## src/rtl/dm_bus_arbiter.sv

```systemverilog
// Two-master sequencing arbiter for the P8 single-port data-memory bus.
// Define ARB_CPU_PRIO_EN for fixed CPU priority on ties; round-robin otherwise.
module dm_bus_arbiter #(
  parameter int unsigned WAIT_CYCLES = 1
) (
  input  logic        clk,
  input  logic        reset,
  input  logic        cpu_req,
  input  logic        cpu_kill,
  input  logic [31:0] cpu_addr,
  input  logic [3:0]  cpu_byteen,
  input  logic [31:0] cpu_wdata,
  output logic [31:0] cpu_rdata,
  output logic        cpu_stall,
  input  logic        aux_req,
  input  logic [31:0] aux_addr,
  input  logic [3:0]  aux_byteen,
  input  logic [31:0] aux_wdata,
  output logic        aux_gnt,
  output logic        aux_done,
  output logic [31:0] aux_rdata,
  output logic        mem_en,
  output logic [31:0] mem_addr,
  output logic [3:0]  mem_byteen,
  output logic [31:0] mem_wdata,
  input  logic [31:0] mem_rdata
);

  typedef enum logic [2:0] {IDLE, ISSUE, WAIT, RESP, DONE} stateT;
  typedef enum logic {OWN_CPU, OWN_AUX} ownerT;

  localparam logic [3:0] WaitLast = 4'(WAIT_CYCLES - 1);

  stateT       state, nextState;
  ownerT       owner;
  logic [29:0] latAddr;
  logic [3:0]  latByteen;
  logic [31:0] latWdata;
  logic [3:0]  waitCnt;
  logic [31:0] cpuRdataQ, auxRdataQ;
  logic        cpuElig, cpuTieWin, cpuWins, auxWins;
  logic        unusedAddrBits;

  // Memory is word-addressed; byte offset is carried by the byte enables.
  assign unusedAddrBits = ^{cpu_addr[1:0], aux_addr[1:0]};

  assign cpuElig = cpu_req & ~cpu_kill;

`ifdef ARB_CPU_PRIO_EN
  assign cpuTieWin = 1'b1;
`else
  ownerT lastOwner;
  assign cpuTieWin = ~aux_req | (lastOwner == OWN_AUX);
`endif

  always_ff @(posedge clk) begin
    if (reset) state <= IDLE;
    else       state <= nextState;
  end

  always_comb begin
    nextState = state;
    cpuWins   = 1'b0;
    auxWins   = 1'b0;
    unique case (state)
      IDLE: begin
        cpuWins = cpuElig & cpuTieWin;
        auxWins = aux_req & ~cpuWins;
        if (cpuWins | auxWins) nextState = ISSUE;
      end
      ISSUE: nextState = (WAIT_CYCLES > 0) ? WAIT : RESP;
      WAIT:  if (waitCnt == WaitLast) nextState = RESP;
      RESP:  nextState = DONE;
      DONE:  nextState = IDLE;
      default: nextState = IDLE;
    endcase
  end

  always_ff @(posedge clk) begin
    if (reset) begin
      owner     <= OWN_CPU;
      latAddr   <= '0;
      latByteen <= '0;
      latWdata  <= '0;
      waitCnt   <= '0;
      cpuRdataQ <= '0;
      auxRdataQ <= '0;
`ifndef ARB_CPU_PRIO_EN
      lastOwner <= OWN_AUX;
`endif
    end else begin
      unique case (state)
        IDLE: begin
          if (cpuWins) begin
            owner     <= OWN_CPU;
            latAddr   <= cpu_addr[31:2];
            latByteen <= cpu_byteen;
            latWdata  <= cpu_wdata;
          end else if (auxWins) begin
            owner     <= OWN_AUX;
            latAddr   <= aux_addr[31:2];
            latByteen <= aux_byteen;
            latWdata  <= aux_wdata;
          end
        end
        ISSUE: waitCnt <= '0;
        WAIT:  waitCnt <= waitCnt + 4'd1;
        RESP: begin
          // Stores leave both read-holding registers untouched.
          if (latByteen == '0) begin
            if (owner == OWN_AUX) auxRdataQ <= mem_rdata;
            else                  cpuRdataQ <= mem_rdata;
          end
        end
        DONE: begin
`ifndef ARB_CPU_PRIO_EN
          lastOwner <= owner;
`endif
        end
        default: ;
      endcase
    end
  end

  assign mem_en     = (state == ISSUE);
  assign mem_addr   = {latAddr, 2'b00};
  assign mem_byteen = latByteen;
  assign mem_wdata  = latWdata;
  assign cpu_rdata  = cpuRdataQ;
  assign aux_rdata  = auxRdataQ;
  assign aux_gnt    = (state == IDLE) & auxWins;
  assign aux_done   = (state == DONE) & (owner == OWN_AUX);
  assign cpu_stall  = cpu_req & ~cpu_kill & ~((state == DONE) & (owner == OWN_CPU));

endmodule

```

## config.mk

```make
export PLATFORM = sky130hd
export DESIGN_NAME = dm_bus_arbiter
export DESIGN_NICKNAME = d
export VERILOG_FILES = /design/src/rtl/dm_bus_arbiter.sv
export SDC_FILE = /design/constraint.sdc
export NUM_CORES = 1
export LEC_CHECK = 0
export CORE_ASPECT_RATIO = 1.2
export CORE_MARGIN = 2
export CORE_UTILIZATION = 42
export CTS_CLUSTER_DIAMETER = 50
export DETAILED_ROUTE_END_ITERATION = 10
export GPL_TIMING_DRIVEN = 1
export PLACE_DENSITY_LB_ADDON = 0.3
export SLEW_MARGIN = 20
export SYNTH_ARGS = -nofsm -noshare
export SYNTH_HDL_FRONTEND = slang
export SYNTH_SLANG_ARGS = --single-unit
```

## constraint.sdc

```tcl
create_clock -name clk -period 2.6 [get_ports clk]
set_input_delay 0.52 -clock clk [delete_from_list [all_inputs] [get_ports clk]]
set_output_delay 0.52 -clock clk [all_outputs]
set_load 0.05 [all_outputs]
```

# --- Yosys cells after proc, flatten, opt, wreduce, memory -nomap -nowiden ---
# Index checks and enable logic that the tools add are counted.
word_totals:
  output_inout_bits: 136
  elab_cells: 53
  in_bits: 173
  ff_bits: 139
classes:
  bitwise: 14
  n_reduce_logical: 9
  n_mux: 14
  addsub: 1
  eq_ne: 6
op_table:
  columns: ["cell", "count"]
  rows:
  - ["$mux W32", 2]
  - ["$mux W30", 2]
  - ["$pmux W3 S4", 1]
  - ["$logic_not A4 Y1", 2]
  - ["$mux W4", 2]
  - ["$pmux W4 S2", 1]
  - ["$and A1 B1 Y1", 7]
  - ["$eq A3 B2 Y1 const B", 2]
  - ["$mux W3", 2]
  - ["$reduce_and A3 Y1", 2]
  - ["$not A1 Y1", 5]
  - ["$add A4 B1 Y4 const B", 1]
  - ["$mux W1", 4]
  - ["$ne A2 B2 Y1 const B", 2]
  - ["$reduce_and A2 Y1", 2]
  - ["$reduce_bool A2 Y1", 2]
  - ["$eq A3 B1 Y1 const B", 1]
  - ["$eq A3 B3 Y1 const B", 1]
  - ["$logic_not A3 Y1", 1]
  - ["$or A1 B1 Y1", 2]

# --- Longest topological paths before layout ---
# Gate-level depths: netlist of run 1.
depth:
  depth_word: 8
  mapped_depth: 7

# --- Worst setup path after synthesis of run 1 ---
# Ideal clock, no wire load.
synth_path:
  path_type: "register to output"
  start: "register state[0]"
  end: "output port mem_en"
  path_stages_with_launch: 4
  slack_ps: 97
  arrival_ps: 1983
  cell_sequence: "dfxtp_1 -> buf_2 -> buf_1 -> nor3b_1"
synth_via:
  elab_chain_cells: 1
synth_rtl:
  columns: ["element", "line", "rtl"]
  rows:
  - ["start, declared", "34", "stateT state, nextState;"]
  - ["start signal, assigned", "58", "else state <= nextState;"]
  - ["$eq A3 B1 Y1", "125", "assign mem_en = (state == ISSUE);"]
  - ["end, declared", "22", "output logic mem_en,"]
# Every way passes these cells.

# --- Final worst setup path of run 1 ---
layout_path:
  start: "input port cpu_kill"
  end: "output port aux_gnt"
layout_via:
  elab_chain_cells: 7
layout_rtl:
  columns: ["element", "line", "rtl"]
  rows:
  - ["start, declared", "9", "input logic cpu_kill,"]
  - ["$not A1 Y1", "47", "assign cpuElig = cpu_req & ~cpu_kill;"]
  - ["$and A1 B1 Y1", "47", null]
  - ["$and A1 B1 Y1", "67", "cpuWins = cpuElig & cpuTieWin;"]
  - ["$not A1 Y1", "68", "auxWins = aux_req & ~cpuWins;"]
  - ["$and A1 B1 Y1", "68", null]
  - ["$mux W1", "65", "unique case (state)"]
  - ["$and A1 B1 Y1", "131", "assign aux_gnt = (state == IDLE) & auxWins;"]
  - ["end, declared", "19", "output logic aux_gnt,"]
# Every way passes these cells.

==> results.json, run 1 <==
{
  "run_status": "complete, no violations",
  "worst-slew-pin-transition_ns": 0.642,
  "grt_pass1_wl_mm": 30.8,
  "wl_met1_mm": 7.53,
  "crit_start": "cpu_kill",
  "clkTransAtPathRegs_ns": 0.06,
  "power_switching_mw": 2.69,
  "cp_slowest_cell": "clkdlybuf4s50_1",
  "slowest_delay_ns": 0.40,
  "h-tree-depth": 4,
  "hold_ws_ns": 0.450,
  "drv_cap": 0,
  "hold_viol": 0,
  "grt_remaining_overflow": 0,
  "n_fill_cell": 1056,
  "fin_crit_sh": 0.876,
  "drc": 0,
  "met2_length_mm": 9.64,
  "cts_buffer_depth": 2,
  "p_leak_nw": 3.49,
  "grt_util_all_layers": 0.262,
  "grt_pass1_vias": 6062,
  "coreArea_um2": 13300,
  "cts_tree": "yes",
  "top_layer": "met4",
  "r2r_start": "state[1]",
  "seqPwrFrac": 0.334,
  "path_class": "in2out",
  "cts_setup_buffers": 0,
  "wl_met3_mm": 1.66,
  "fin_nets": 1161,
  "root_buffer": "clkbuf_16",
  "clock_latency_ns": 0.42,
  "ios": 309,
  "diodes": 0,
  "die_area_um2": 14700,
  "async_flop_share": 0,
  "numCtsBuffers": 17,
  "dr.pass1.iters": 4,
  "start_util": 0.433,
  "start_kind": "input port",
  "cts-resized-gates": 0,
  "finalSetupViolCount": 0,
  "cp.required_ns": 2.08,
  "synthToLayoutAreaGrowth_pct": 64.9,
  "gp_routability_congestion": 0.826,
  "fin_crit_ns": 2.28,
  "relSlewSlack": 0.571,
  "syn_area_per_cell_um2": 8.09,
  "syn_area_um2": 5760,
  "synth_edf_count": 0,
  "synthCells": 712,
  "hold_class": "reg2reg",
  "switching_share": 0.357,
  "crit_fanout": 6,
  "chipWidth_um": 111,
  "drive_gt1_frac": 0.0921,
  "die-height_um": 132,
  "drtIter0Drc": 278,
  "synth_seq_cells": 139,
  "synth_cell_type_count": 46,
  "crit_chain": "clkdlybuf4s50_1, and2b_1, nand2_2, and3_1, buf_12",
  "ys.flop_type": "dfxtp_1",
  "num_vias": 6036,
  "grt_start_max_net_pins": 68,
  "endpoint_kind": "primary output",
  "dp_hpwl_mm": 13.3,
  "rows": 46,
  "drt-total-wl_mm": 19.3,
  "p_per_area_nw_per_um2": 794,
  "vias_per_cell": 5.17,
  "internal-power_mw": 4.85,
  "final_util": 0.714,
  "hold_buffers": 0,
  "p_comb_frac": 0.340,
  "p_clk_frac": 0.326,
  "timing.fmax_ghz": 0.439,
  "critPathArrivalTime_ns": 1.76,
  "hold_start": "cpu_rdata[3]",
  "yosys_warnings": 0,
  "setup_tns_ns": 0,
  "finClkSkew_ns": 0.00834,
  "cts_sinks": 139,
  "rsz0062_at_grt": "no",
  "peakVddDrop_uv": 512,
  "antenna_found_initial": 0,
  "ys_seq_area_frac": 0.483,
  "drv_slew": 0,
  "routedWlPerCell_um": 16.5,
  "portBuffers": 302,
  "drtAntennaViolNets": 0
}
## cells by family after synthesis
group / share of synthesized area
simple gates: 0.204
fa+ha+maj: 0.00435
mux: 0.00174
other cells: 0.000651
buf+inv: 0.0576
flops: 0.483
compound gates: 0.247
xor+xnor: 0.00152
## final timing paths
kind / to / slack, ns / depth (start not counted)
worst min-delay path: cpu_rdata[3] / 0.45 / 2
worst min register to register: cpu_rdata[3] / 0.45 / 2
worst max-delay path: aux_gnt / 0.32 / 5
worst max register to register: cpu_rdata[17] / 0.63 / 5
## metal layers
| layer | vias to the layer above | global-route usage |
|---|---|---|
| met5 | - | 0 |
| met4 | 0 | 0.101 |
| met3 | 29 | 0.0933 |
| met2 | 270 | 0.452 |
| met1 | 2769 | 0.296 |
| li1 | 2968 | - |
## Yosys cell counts (2+ instances only)
master     count  area, um^2
nand2_1      198         743
dfxtp_1      139        2780
a21oi_1      131         656
nor2_1        71         267
a211oi_1      35         263
a211oi_2      30         375
clkbuf_1      30         113
buf_2         17        85.1
buf_4         14         105
o21ai_0        4        20.0
a2bb2oi_1      2        17.5
and2_1         2        12.5
and3_1         2        12.5
ha_1           2        25.0
inv_1          2        7.51
nand4_1        2        12.5
o21a_1         2        15.0
## per-stage QoR
stage / cell area, um^2 / cells / setup WS (ns) / power (mW)
floorplan: 5760 / 713 / 0.0967 / 4.18
global placement: 8890 / 1135 / 0.337 / 5.09
detailed placement: 8890 / 1135 / 0.290 / 5.12
CTS: 9490 / 1167 / 0.300 / 7.60
global route: 9490 / 1167 / 0.264 / 7.87
finish: 9490 / 1167 / 0.322 / 7.54
## power by group through the flow
| stage | logic (mW) | clock network (mW) | registers [mW] |
|---|---|---|---|
| after floorplan | 0.884 | 0 | 3.30 |
| after global placement | 2.54 | 0 | 2.55 |
| after detailed placement | 2.56 | 0 | 2.56 |
| after CTS | 2.58 | 2.50 | 2.52 |
| after global routing | 2.71 | 2.60 | 2.55 |
| final | 2.56 | 2.46 | 2.52 |
## placed cells by master (no fill, tap or decap), types with 2 or more instances in the layout
cell and instances:
nor2_1 71, buf_4 12, o21ai_0 4, nand2_1 197, inv_6 2, bufinv_16 3, clkdlybuf4s50_1 297, and3_1 2
nand4_1 2, buf_12 8, inv_1 2, clkinv_4 3, ha_1 2, dfxtp_1 139, a2bb2oi_1 2, clkbuf_16 17
clkinv_2 3, a211oi_1 35, a21oi_1 131, clkinvlp_4 3, conb_1 2, a211oi_2 30
## worst max-delay path: cells and delay by family
kind | cells | cell delay (ns)
buffers and inverters | 2 | 0.55
and+or+nand+nor | 3 | 0.68
## flip-flops by register name, summed over array words and instances (netlist names)
register / count
aux_rdata: 32
lastOwner: 1
state: 3
waitCnt: 4
mem_wdata: 32
mem_byteen: 4
owner: 1
latAddr: 30
cpu_rdata: 32
## layout make-up
class / count / area (um^2) / area share
inverter: 3 / 13.8 / 0.00145
timing repair buffer: 317 / 3220 / 0.339
tap: 168 / 210 / 0.0221
clock inverter: 14 / 171 / 0.0181
multi-input combinational: 508 / 2660 / 0.281
clock buffer: 18 / 429 / 0.0452
sequential: 139 / 2780 / 0.293
No activity file was read; power rests on OpenSTA's default activity.
==> run 2: changes to the inputs <==
--- a/config.mk
+++ b/config.mk
@@ -8,6 +8,7 @@
 export CORE_ASPECT_RATIO = 1.2
 export CORE_MARGIN = 2
 export CORE_UTILIZATION = 42
+export CTS_BUF_LIST = sky130_fd_sc_hd__clkbuf_16
 export CTS_CLUSTER_DIAMETER = 50
 export DETAILED_ROUTE_END_ITERATION = 10
 export GPL_TIMING_DRIVEN = 1
==> run 2 against run 1 <==
First-iteration DRC count unchanged; non-clock buffer count unchanged; die area unchanged; register-to-register slack about the same; design area unchanged; combinational power about the same; cell count unchanged; sequential cell count unchanged; global-route usage unchanged; critical path type unchanged; setup slack unchanged; sequential power about the same.
==> results.json, run 2 (same netlist as run 1, synthesis figures left out) <==
{
  "run_status": "complete, no violations",
  "cts_setup_buffers": 0,
  "die_area_um2": 14700,
  "start_util": 0.433,
  "fin_crit_sh": 0.876,
  "dp_hpwl_mm": 13.3,
  "numCtsBuffers": 17,
  "num_vias": 6026,
  "cts_sinks": 139,
  "synthToLayoutAreaGrowth_pct": 64.9,
  "start_kind": "input port",
  "drtAntennaViolNets": 0,
  "n_fill_cell": 1056,
  "portBuffers": 302,
  "fin_nets": 1161,
  "fin_crit_ns": 2.28,
  "grt_remaining_overflow": 0,
  "die-height_um": 132,
  "chipWidth_um": 111,
  "timing.fmax_ghz": 0.439,
  "grt_pass1_vias": 6062,
  "cp.required_ns": 2.08,
  "coreArea_um2": 13300,
  "h-tree-depth": 4,
  "vias_per_cell": 5.16,
  "relSlewSlack": 0.571,
  "endpoint_kind": "primary output",
  "path_class": "in2out",
  "drv_slew": 0,
  "critPathArrivalTime_ns": 1.76,
  "hold_class": "reg2reg",
  "drive_gt1_frac": 0.0921,
  "hold_viol": 0,
  "dr.pass1.iters": 4,
  "power_mw": 7.54,
  "cts-resized-gates": 0,
  "antenna_found_initial": 0,
  "rsz0062_at_grt": "no",
  "drtIter0Drc": 278,
  "rows": 46,
  "drt-total-wl_mm": 19.2,
  "grt_pass1_wl_mm": 30.8,
  "root_buffer": "clkbuf_16",
  "slowest_delay_ns": 0.40,
  "final_cell_mix": "clkdlybuf4s50_1 (297), nand2_1 (197), dfxtp_1 (139), a21oi_1 (131), nor2_1 (71)",
  "finalSetupViolCount": 0,
  "cp_slowest_cell": "clkdlybuf4s50_1",
  "final_common_cell": "clkdlybuf4s50_1",
  "routedWlPerCell_um": 16.5,
  "setup_tns_ns": 0,
  "grt_util_all_layers": 0.262,
  "clock_latency_ns": 0.42,
  "grt_start_max_net_pins": 68,
  "cts_buffer_depth": 2,
  "crit_chain": "clkdlybuf4s50_1, and2b_1, nand2_2, and3_1, buf_12",
  "diodes": 0,
  "p_per_area_nw_per_um2": 794,
  "worst-slew-pin-transition_ns": 0.642,
  "hold_buffers": 0,
  "gp_routability_congestion": 0.826,
  "drv_cap": 0,
  "finClkSkew_ns": 0.00836,
  "ios": 309,
  "clkTransAtPathRegs_ns": 0.06,
  "cts_tree": "yes",
  "drc": 0,
  "crit_fanout": 6,
  "peakVddDrop_uv": 512,
  "p_leak_nw": 3.49
}
run 2: final timing paths:
check,start,to,slack (ns),cells after the start
setup / recovery,cpu_kill,aux_gnt,0.32,5
hold / removal,cpu_rdata[3],cpu_rdata[3],0.45,2
hold reg to reg,cpu_rdata[3],cpu_rdata[3],0.45,2
setup reg to reg,state[1],cpu_rdata[17],0.63,5
run 2: worst max-delay path: cells and delay by family:
| family | cells | cell delay [ns] |
|---|---|---|
| simple gates | 3 | 0.68 |
| buf+inv | 2 | 0.55 |
run 2: metrics by stage:
stage	util	instances	instance area [um^2]	setup WS (ns)	hold WS, ns
after global placement	0.669	1135	8890	0.337	0.440
after global routing	0.714	1167	9490	0.264	0.470
final	0.714	1167	9490	0.322	0.450
after CTS	0.714	1167	9490	0.300	0.454
after floorplan	-	713	5760	0.0967	0.427
after detailed placement	0.669	1135	8890	0.290	0.446
run 2: final cells by class:
type                    count  area (um^2)  share of cell area
clock inverters            15          175              0.0185
multi-input cells         508         2660               0.281
repair buffers            317         3220               0.339
well taps                 168          210              0.0221
clock buffers              17          425              0.0448
inverters                   3         13.8             0.00145
flip-flops and latches    139         2780               0.293
run 2: power breakdown:
group | switching [mW] | internal, mW | total [mW]
registers | 0.153 | 2.37 | 2.52
clock network | 0.947 | 1.51 | 2.45
logic | 1.59 | 0.971 | 2.56
run 2: routing by layer:
layer | part of all wire | global-route usage | vias up
li1 | - | - | 2968
met1 | 0.39 | 0.296 | 2758
met2 | 0.50 | 0.452 | 271
met3 | 0.086 | 0.0933 | 29
met4 | 0.024 | 0.101 | 0
met5 | 0 | 0 | -
==> run 3: changes to the inputs <==
--- a/config.mk
+++ b/config.mk
@@ -9,7 +9,7 @@
 export CORE_MARGIN = 2
 export CORE_UTILIZATION = 42
 export CTS_BUF_LIST = sky130_fd_sc_hd__clkbuf_16
-export CTS_CLUSTER_DIAMETER = 50
+export CTS_CLUSTER_DIAMETER = 40
 export DETAILED_ROUTE_END_ITERATION = 10
 export GPL_TIMING_DRIVEN = 1
 export PLACE_DENSITY_LB_ADDON = 0.3
==> results of run 3 <==
No change in the layout: final DEF, timing and power equal those of run 2.
